### src/rtl/cms_axis_trace_receiver_if.sv
// rtl/cms_axis_trace_receiver_if.sv - wide trace-beat input stream and narrow serialized output stream
interface cms_axis_trace_receiver_if #(
  parameter int AXI_DATA_WIDTH = 1024,
  parameter int OUT_WIDTH      = 64
);
  localparam int WORDS = AXI_DATA_WIDTH / OUT_WIDTH;
  localparam int IDX_W = (WORDS > 1) ? $clog2(WORDS) : 1;

  logic                      S_AXIS_tvalid;
  logic                      S_AXIS_tready;
  logic [AXI_DATA_WIDTH-1:0] S_AXIS_tdata;
  logic                      S_AXIS_tlast;

  logic                      out_valid;
  logic                      out_ready;
  logic [OUT_WIDTH-1:0]      out_data;
  logic                      out_last;
  logic [IDX_W-1:0]          out_word_idx;

  modport slave (
    input  S_AXIS_tvalid, S_AXIS_tdata, S_AXIS_tlast, out_ready,
    output S_AXIS_tready, out_valid, out_data, out_last, out_word_idx
  );

  modport master (
    output S_AXIS_tvalid, S_AXIS_tdata, S_AXIS_tlast, out_ready,
    input  S_AXIS_tready, out_valid, out_data, out_last, out_word_idx
  );
endinterface

### src/rtl/cms_axis_trace_receiver.sv
// rtl/cms_axis_trace_receiver.sv - terminates the wide trace stream, serializes beats LSB-first,
// decodes PC/instruction, counts beats/frames and checks the tlast interval.
module cms_axis_trace_receiver #(
  parameter int AXI_DATA_WIDTH = 1024,
  parameter int OUT_WIDTH      = 64,
  parameter int XLEN           = 64,
  parameter int PC_LOCATION    = 805,
  parameter int INSTR_LOCATION = 933
) (
  input  logic                     clk,
  input  logic                     rst_n,
  cms_axis_trace_receiver_if.slave bus,
  input  logic [31:0]              tlast_interval,
  input  logic                     err_clear,
  output logic [XLEN-1:0]          pkt_pc,
  output logic [31:0]              pkt_instr,
  output logic [31:0]              beat_count,
  output logic [31:0]              frame_count,
  output logic                     interval_error
);
  localparam int WORDS = AXI_DATA_WIDTH / OUT_WIDTH;
  localparam int IDX_W = (WORDS > 1) ? $clog2(WORDS) : 1;
  localparam logic [IDX_W-1:0] LAST_IDX = IDX_W'(WORDS - 1);

  typedef enum logic {IDLE, SHIFT} state_t;

  state_t                          state_q, state_d;
  logic [WORDS-1:0][OUT_WIDTH-1:0] buf_q;
  logic                            buf_last_q;
  logic [IDX_W-1:0]                idx_q;
  logic [31:0]                     frame_beats_q;
  logic [31:0]                     frame_beats_inc;
  logic                            last_hs;
  logic                            tready;
  logic                            accept;
  logic                            err_set;

  // The final word's handshake frees the buffer, so a new beat may land on the same edge.
  assign last_hs = (state_q == SHIFT) && bus.out_ready && (idx_q == LAST_IDX);
  assign tready  = (state_q == IDLE) || last_hs;
  assign accept  = bus.S_AXIS_tvalid && tready;

  always_ff @(posedge clk or negedge rst_n) begin
    if (!rst_n) begin
      state_q <= IDLE;
    end else begin
      state_q <= state_d;
    end
  end

  always_comb begin
    state_d = state_q;
    case (state_q)
      IDLE:    if (accept) state_d = SHIFT;
      SHIFT:   if (last_hs && !accept) state_d = IDLE;
      default: state_d = IDLE;
    endcase
  end

  always_comb begin
    bus.S_AXIS_tready = tready;
    bus.out_valid     = (state_q == SHIFT);
    bus.out_data      = '0;
    bus.out_last      = 1'b0;
    bus.out_word_idx  = idx_q;
    if (state_q == SHIFT) begin
      bus.out_data = buf_q[idx_q];
      bus.out_last = buf_last_q && (idx_q == LAST_IDX);
    end
  end

  always_ff @(posedge clk or negedge rst_n) begin
    if (!rst_n) begin
      buf_q      <= '0;
      buf_last_q <= 1'b0;
      idx_q      <= '0;
    end else if (accept) begin
      buf_q      <= bus.S_AXIS_tdata;
      buf_last_q <= bus.S_AXIS_tlast;
      idx_q      <= '0;
    end else if ((state_q == SHIFT) && bus.out_ready) begin
      idx_q <= last_hs ? '0 : idx_q + 1'b1;
    end
  end

  assign frame_beats_inc = frame_beats_q + 32'd1;

  // A frame must close exactly on its tlast_interval-th beat; early or missing tlast both flag.
  always_comb begin
    err_set = 1'b0;
    if (accept && (tlast_interval != 32'd0)) begin
      if (bus.S_AXIS_tlast) begin
        err_set = (frame_beats_inc != tlast_interval);
      end else begin
        err_set = (frame_beats_inc == tlast_interval);
      end
    end
  end

  always_ff @(posedge clk or negedge rst_n) begin
    if (!rst_n) begin
      pkt_pc         <= '0;
      pkt_instr      <= '0;
      beat_count     <= '0;
      frame_count    <= '0;
      frame_beats_q  <= '0;
      interval_error <= 1'b0;
    end else begin
      if (accept) begin
        pkt_pc     <= bus.S_AXIS_tdata[PC_LOCATION +: XLEN];
        pkt_instr  <= bus.S_AXIS_tdata[INSTR_LOCATION +: 32];
        beat_count <= beat_count + 32'd1;
        if (bus.S_AXIS_tlast) begin
          frame_count <= frame_count + 32'd1;
        end
        if (bus.S_AXIS_tlast || err_set) begin
          frame_beats_q <= '0;
        end else begin
          frame_beats_q <= frame_beats_inc;
        end
      end
      if (err_set) begin
        interval_error <= 1'b1;
      end else if (err_clear) begin
        interval_error <= 1'b0;
      end
    end
  end
endmodule

### src/flat_wrapper.sv
// flat-port wrapper written by rule: the top's interface ports become plain ports
module cms_axis_trace_receiver_flat 
#(
  parameter int AXI_DATA_WIDTH = 1024,
  parameter int OUT_WIDTH      = 64,
  parameter int XLEN           = 64,
  parameter int PC_LOCATION    = 805,
  parameter int INSTR_LOCATION = 933
)
  (clk, rst_n, tlast_interval, err_clear, pkt_pc, pkt_instr, beat_count, frame_count, interval_error, bus_S_AXIS_tvalid, bus_S_AXIS_tdata, bus_S_AXIS_tlast, bus_out_ready, bus_S_AXIS_tready, bus_out_valid, bus_out_data, bus_out_last, bus_out_word_idx);
  cms_axis_trace_receiver_if #(.AXI_DATA_WIDTH(AXI_DATA_WIDTH), .OUT_WIDTH(OUT_WIDTH)) bus_i ();
  input  logic clk;
  input  logic rst_n;
  input  logic [31:0] tlast_interval;
  input  logic err_clear;
  output logic [XLEN-1:0] pkt_pc;
  output logic [31:0] pkt_instr;
  output logic [31:0] beat_count;
  output logic [31:0] frame_count;
  output logic interval_error;
  input wire logic [$bits(bus_i.S_AXIS_tvalid)-1:0] bus_S_AXIS_tvalid;
  input wire logic [$bits(bus_i.S_AXIS_tdata)-1:0] bus_S_AXIS_tdata;
  input wire logic [$bits(bus_i.S_AXIS_tlast)-1:0] bus_S_AXIS_tlast;
  input wire logic [$bits(bus_i.out_ready)-1:0] bus_out_ready;
  output wire logic [$bits(bus_i.S_AXIS_tready)-1:0] bus_S_AXIS_tready;
  output wire logic [$bits(bus_i.out_valid)-1:0] bus_out_valid;
  output wire logic [$bits(bus_i.out_data)-1:0] bus_out_data;
  output wire logic [$bits(bus_i.out_last)-1:0] bus_out_last;
  output wire logic [$bits(bus_i.out_word_idx)-1:0] bus_out_word_idx;
  assign bus_i.S_AXIS_tvalid = bus_S_AXIS_tvalid;
  assign bus_i.S_AXIS_tdata = bus_S_AXIS_tdata;
  assign bus_i.S_AXIS_tlast = bus_S_AXIS_tlast;
  assign bus_i.out_ready = bus_out_ready;
  assign bus_S_AXIS_tready = bus_i.S_AXIS_tready;
  assign bus_out_valid = bus_i.out_valid;
  assign bus_out_data = bus_i.out_data;
  assign bus_out_last = bus_i.out_last;
  assign bus_out_word_idx = bus_i.out_word_idx;
  cms_axis_trace_receiver #(.AXI_DATA_WIDTH(AXI_DATA_WIDTH), .OUT_WIDTH(OUT_WIDTH), .XLEN(XLEN), .PC_LOCATION(PC_LOCATION), .INSTR_LOCATION(INSTR_LOCATION)) u_core (.clk(clk), .rst_n(rst_n), .bus(bus_i), .tlast_interval(tlast_interval), .err_clear(err_clear), .pkt_pc(pkt_pc), .pkt_instr(pkt_instr), .beat_count(beat_count), .frame_count(frame_count), .interval_error(interval_error));
endmodule
### config.mk
export PLATFORM = sky130hd
export DESIGN_NAME = cms_axis_trace_receiver_flat
export DESIGN_NICKNAME = d
export VERILOG_FILES = /design/src/rtl/cms_axis_trace_receiver_if.sv /design/src/rtl/cms_axis_trace_receiver.sv /design/src/flat_wrapper.sv
export SDC_FILE = /design/constraint.sdc
export NUM_CORES = 2
export LEC_CHECK = 0
export CAP_MARGIN = 15
export CORE_AREA = 2 2 507 509
export CTS_BUF_LIST = sky130_fd_sc_hd__clkbuf_16
export CTS_CLUSTER_SIZE = 10
export DETAILED_ROUTE_END_ITERATION = 16
export DIE_AREA = 0 0 509 511
export PLACE_DENSITY_LB_ADDON = 0.12
export SLEW_MARGIN = 0
export SYNTH_ARGS = -nofsm -noshare
export SYNTH_HDL_FRONTEND = slang
export SYNTH_SLANG_ARGS = --single-unit
export TNS_END_PERCENT = 1
### constraint.sdc
create_clock -name clk -period 3.4 [get_ports clk]
set_clock_uncertainty 0.05 [all_clocks]
set_input_delay 0.68 -clock clk [delete_from_list [all_inputs] [get_ports clk]]
set_output_delay 0.68 -clock clk [all_outputs]
set_load 0.05 [all_outputs]
==> reports/summary.txt <==
Reg2Reg Setup Slack: -90 ps
Pwr/cell area: 935.5 nW/um2
Die ar.: 260100 um2
H-Tree Depth: 4
Placed cell count: 10.02k
Row Count: 186
Adder-Cell Fraction of Synth Area: 0.09478%
CTS tree: yes
Wirelength per Cell: 25.88 um
Initial antenna violation count: 136
Leakage: 0.03558 uW
Hold path depth: 3
Tightest Pin Transition: 1008 ps
I/O pin cnt: 1294
Main combinational cell family by area after synthesis: simple AND/OR/NAND/NOR gates
Cells along the critical path: buf_12 > buf_12 > buf_16 > buf_12 > buf_16 > mux4_2 > mux4_2 > and2_4 > buf_8
Drt pass-1 iters: 7
CP top delay family: multiplexers
Leading cell types in the layout, fill and taps excluded: nand2_1 (3144), clkdlybuf4s50_1 (1213), dfrtp_1 (1121)
Vias/cell: 4.368
Die width: 509 um
Clock Tree Root: clkbuf_16
Slew Limit Headroom: 32.61%
VDD IR max: 0.0006372 V
Synth Flop Type: dfrtp_1
Simple-Gate Fraction of Synth Area: 25.84%
Post-synth EDFFs: 0
Final hold viol count: 0
RSZ-0062 raised after global routing: yes
CP Max Fanout: 5
Synthesized area per cell: 9.501 um2
Clk sink count: 1127
WP buf/inv: 6
Reg2reg start: u_core.bus.out_word_idx[0]$_DFFE_PN0P_
Core area: 255300 um2
Mux contribution to synthesized area: 13.71%
Cell count after synthesis: 5558
Total grt overflow: 0
Drt drc: 0
Worst setup EP type: output pin
Vias in the first global route: 47.72k
Critical Path RT: 2670 ps
Setup violators final: 68
Asr flop ratio synth: 100.0%
Mapped Nets: 6624
Critical path's slowest cell: dfrtp_4
Crit share post-route: 117.9%
Maximum buffer depth of the clock tree: 3
Hold Startpoint: bus_S_AXIS_tdata[99]
Routed WL: 268.5 mm
Part of the Yosys area used for sequential elements: 53.41%
Largest net degree at the start of global routing: 155
Max Freq: 249.4 MHz
Worst Setup Path Type: reg2out
Worst-Skew Late Latency: 800 ps
Fin crit period: 4009 ps
First-pass GRT wire length: 372.0 mm
Status: complete, but fails checks
Failing checks: setup timing
Vias: 45.33k
DIE HEIGHT: 511 um
Most used cell along the critical path: buf_12
Synth warnings: 0
Worst-path clk slew: 60 ps
Commonest non-fill, non-tap cell in the layout: nand2_1
Total GRT Usage: 20.10%
Flops & latches, synth: 1127
Synth Area in Compound Gates: 1.054%
Final Non-Filler Cells: 10.38k
Max Cap Violations: 0
Worst Path Arrival: 3280 ps
Crit path launch type: flop
Layout cells sized above 1: 13.41%
Input/output buffers: 1293
Initial Util: 20.68%
Reg-to-reg endpoint: u_core.frame_count[31]$_DFFE_PN0P_
Hold endpoint: u_core.buf_q[99]$_DFFE_PN0P_
Worst Setup Slack, final: -609.4 ps
Synthesized area: 52810 um2
Nets: 7894
Final Util: 29.88%
Hold/Removal Path Class: in2reg
Netlist cell types: 66
Path depth of the worst reg2reg path: 14
Layout area overhead: 44.48%
Final Max Tran Viols: 0
CP max stage delay: 530 ps
Setup TNS: -33720 ps
DPL Wire Length: 204.8 mm
TritonCTS Buffers: 148
Placer Congestion: 0.8701
Antenna Nets Post-Route: 0
Initial DRC Count: 3476
Area share of xor/xnor cells in the synthesized design: 1.874%
sequential cells by signal (all words and copies together) (netlist names):
name,flops
u_core.buf_q,930
u_core.pkt_pc,63
u_core.beat_count,32
u_core.frame_beats_q,32
u_core.frame_count,32
u_core.pkt_instr,31
u_core.bus.out_word_idx,4
u_core.buf_last_q,1
u_core.bus.out_valid,1
u_core.interval_error,1
repair_timing:
item	CTS	global route
pin swaps	3	2
endpoints found under the setup margin	85	110
hold buffers	1	0
setup buffers	17	17
gates cloned	5	5
endpoints found under the hold margin	28	0
resized for setup	128	97
report_power, final:
group          switching, uW  internal (uW)
logic                  18300          15300
clock network           6540           8050
registers               4100          19000
total                  29000          42400
area by class of cell:
class | count | area (um2)
clock inverter | 108 | 698.2
sequential | 1127 | 28220
antenna | 58 | 145.1
timing repair buffer | 1562 | 16480
clock buffer | 149 | 3729
inverter | 14 | 52.55
multi-input combinational | 3975 | 22730
tap | 3384 | 4234
fill | 26910 | 179000
metrics by stage:
stage          worst slack (ps)  cell area [um2]  total power [uW]  hold WS (ps)
6_report                 -609.4            76290             71370         351.8
2_1_floorplan            -19.66            52830             41180         334.4
5_1_grt                  -720.8            76230             75300         306.4
3_3_place_gp             -557.7            70350             53870         402.0
3_5_place_dp             -530.7            70350             54120         406.5
4_1_cts                  -732.4            75560             71170         257.5
synth_stat cells (all sizes together), types with 10 or more instances:
master	number	area, um2
dfrtp	1127	28200
nor2	53	198.9
a21oi	21	108.9
o21ai	25	125.1
nor3	15	80.08
buf	140	934.7
and3	13	81.33
and4	13	113.9
xor2	35	306.5
or4	10	75.07
nand2	3144	11800
inv	13	48.80
mux4	320	7207
nor4	24	162.7
nand4	35	255.2
xnor2	78	683.2
clkbuf	302	1135
nand3	47	240.2
and2	69	431.7
logic make-up after synthesis:
logic type | count (synthesis)
mux | 323
xor+xnor | 113
simple gates | 3448
compound gates | 87
fa+ha+maj | 4
buf+inv | 456
flops | 1127
per-layer routing:
layer | up-vias | GRT usage [%] | part of all wire [%]
li1 | 20490 | - | -
met1 | 22670 | 25.45 | 42
met2 | 1659 | 31.39 | 46
met3 | 431 | 6.339 | 7.9
met4 | 82 | 8.570 | 3.7
met5 | - | 0 | 0.18
worst register-to-register path: cells and delay by family, from the launching register on:
kind	cells	cell delay [ps]
xor+xnor	1	150
fa+ha+maj	1	140
compound gates	1	500
simple gates	6	1220
buf+inv	5	830
flops	1	480
worst max path at each step:
stage	startpoint	endpoint	slack (ps)	cells past startpoint
global placement	bus_out_ready	u_core.frame_count[31]$_DFFE_PN0P_	-560	11
floorplan	u_core.bus.out_word_idx[0]$_DFFE_PN0P_	bus_out_data[0]	-20	6
finish	u_core.bus.out_word_idx[0]$_DFFE_PN0P_	bus_out_data[12]	-610	9
CTS	u_core.bus.out_word_idx[0]$_DFFE_PN0P_	bus_out_data[32]	-730	6
detailed placement	bus_out_ready	u_core.beat_count[20]$_DFFE_PN0P_	-530	13
global route	u_core.bus.out_word_idx[0]$_DFFE_PN0P_	bus_out_data[12]	-720	9
Note: power is estimated with default switching activity, not from simulation.
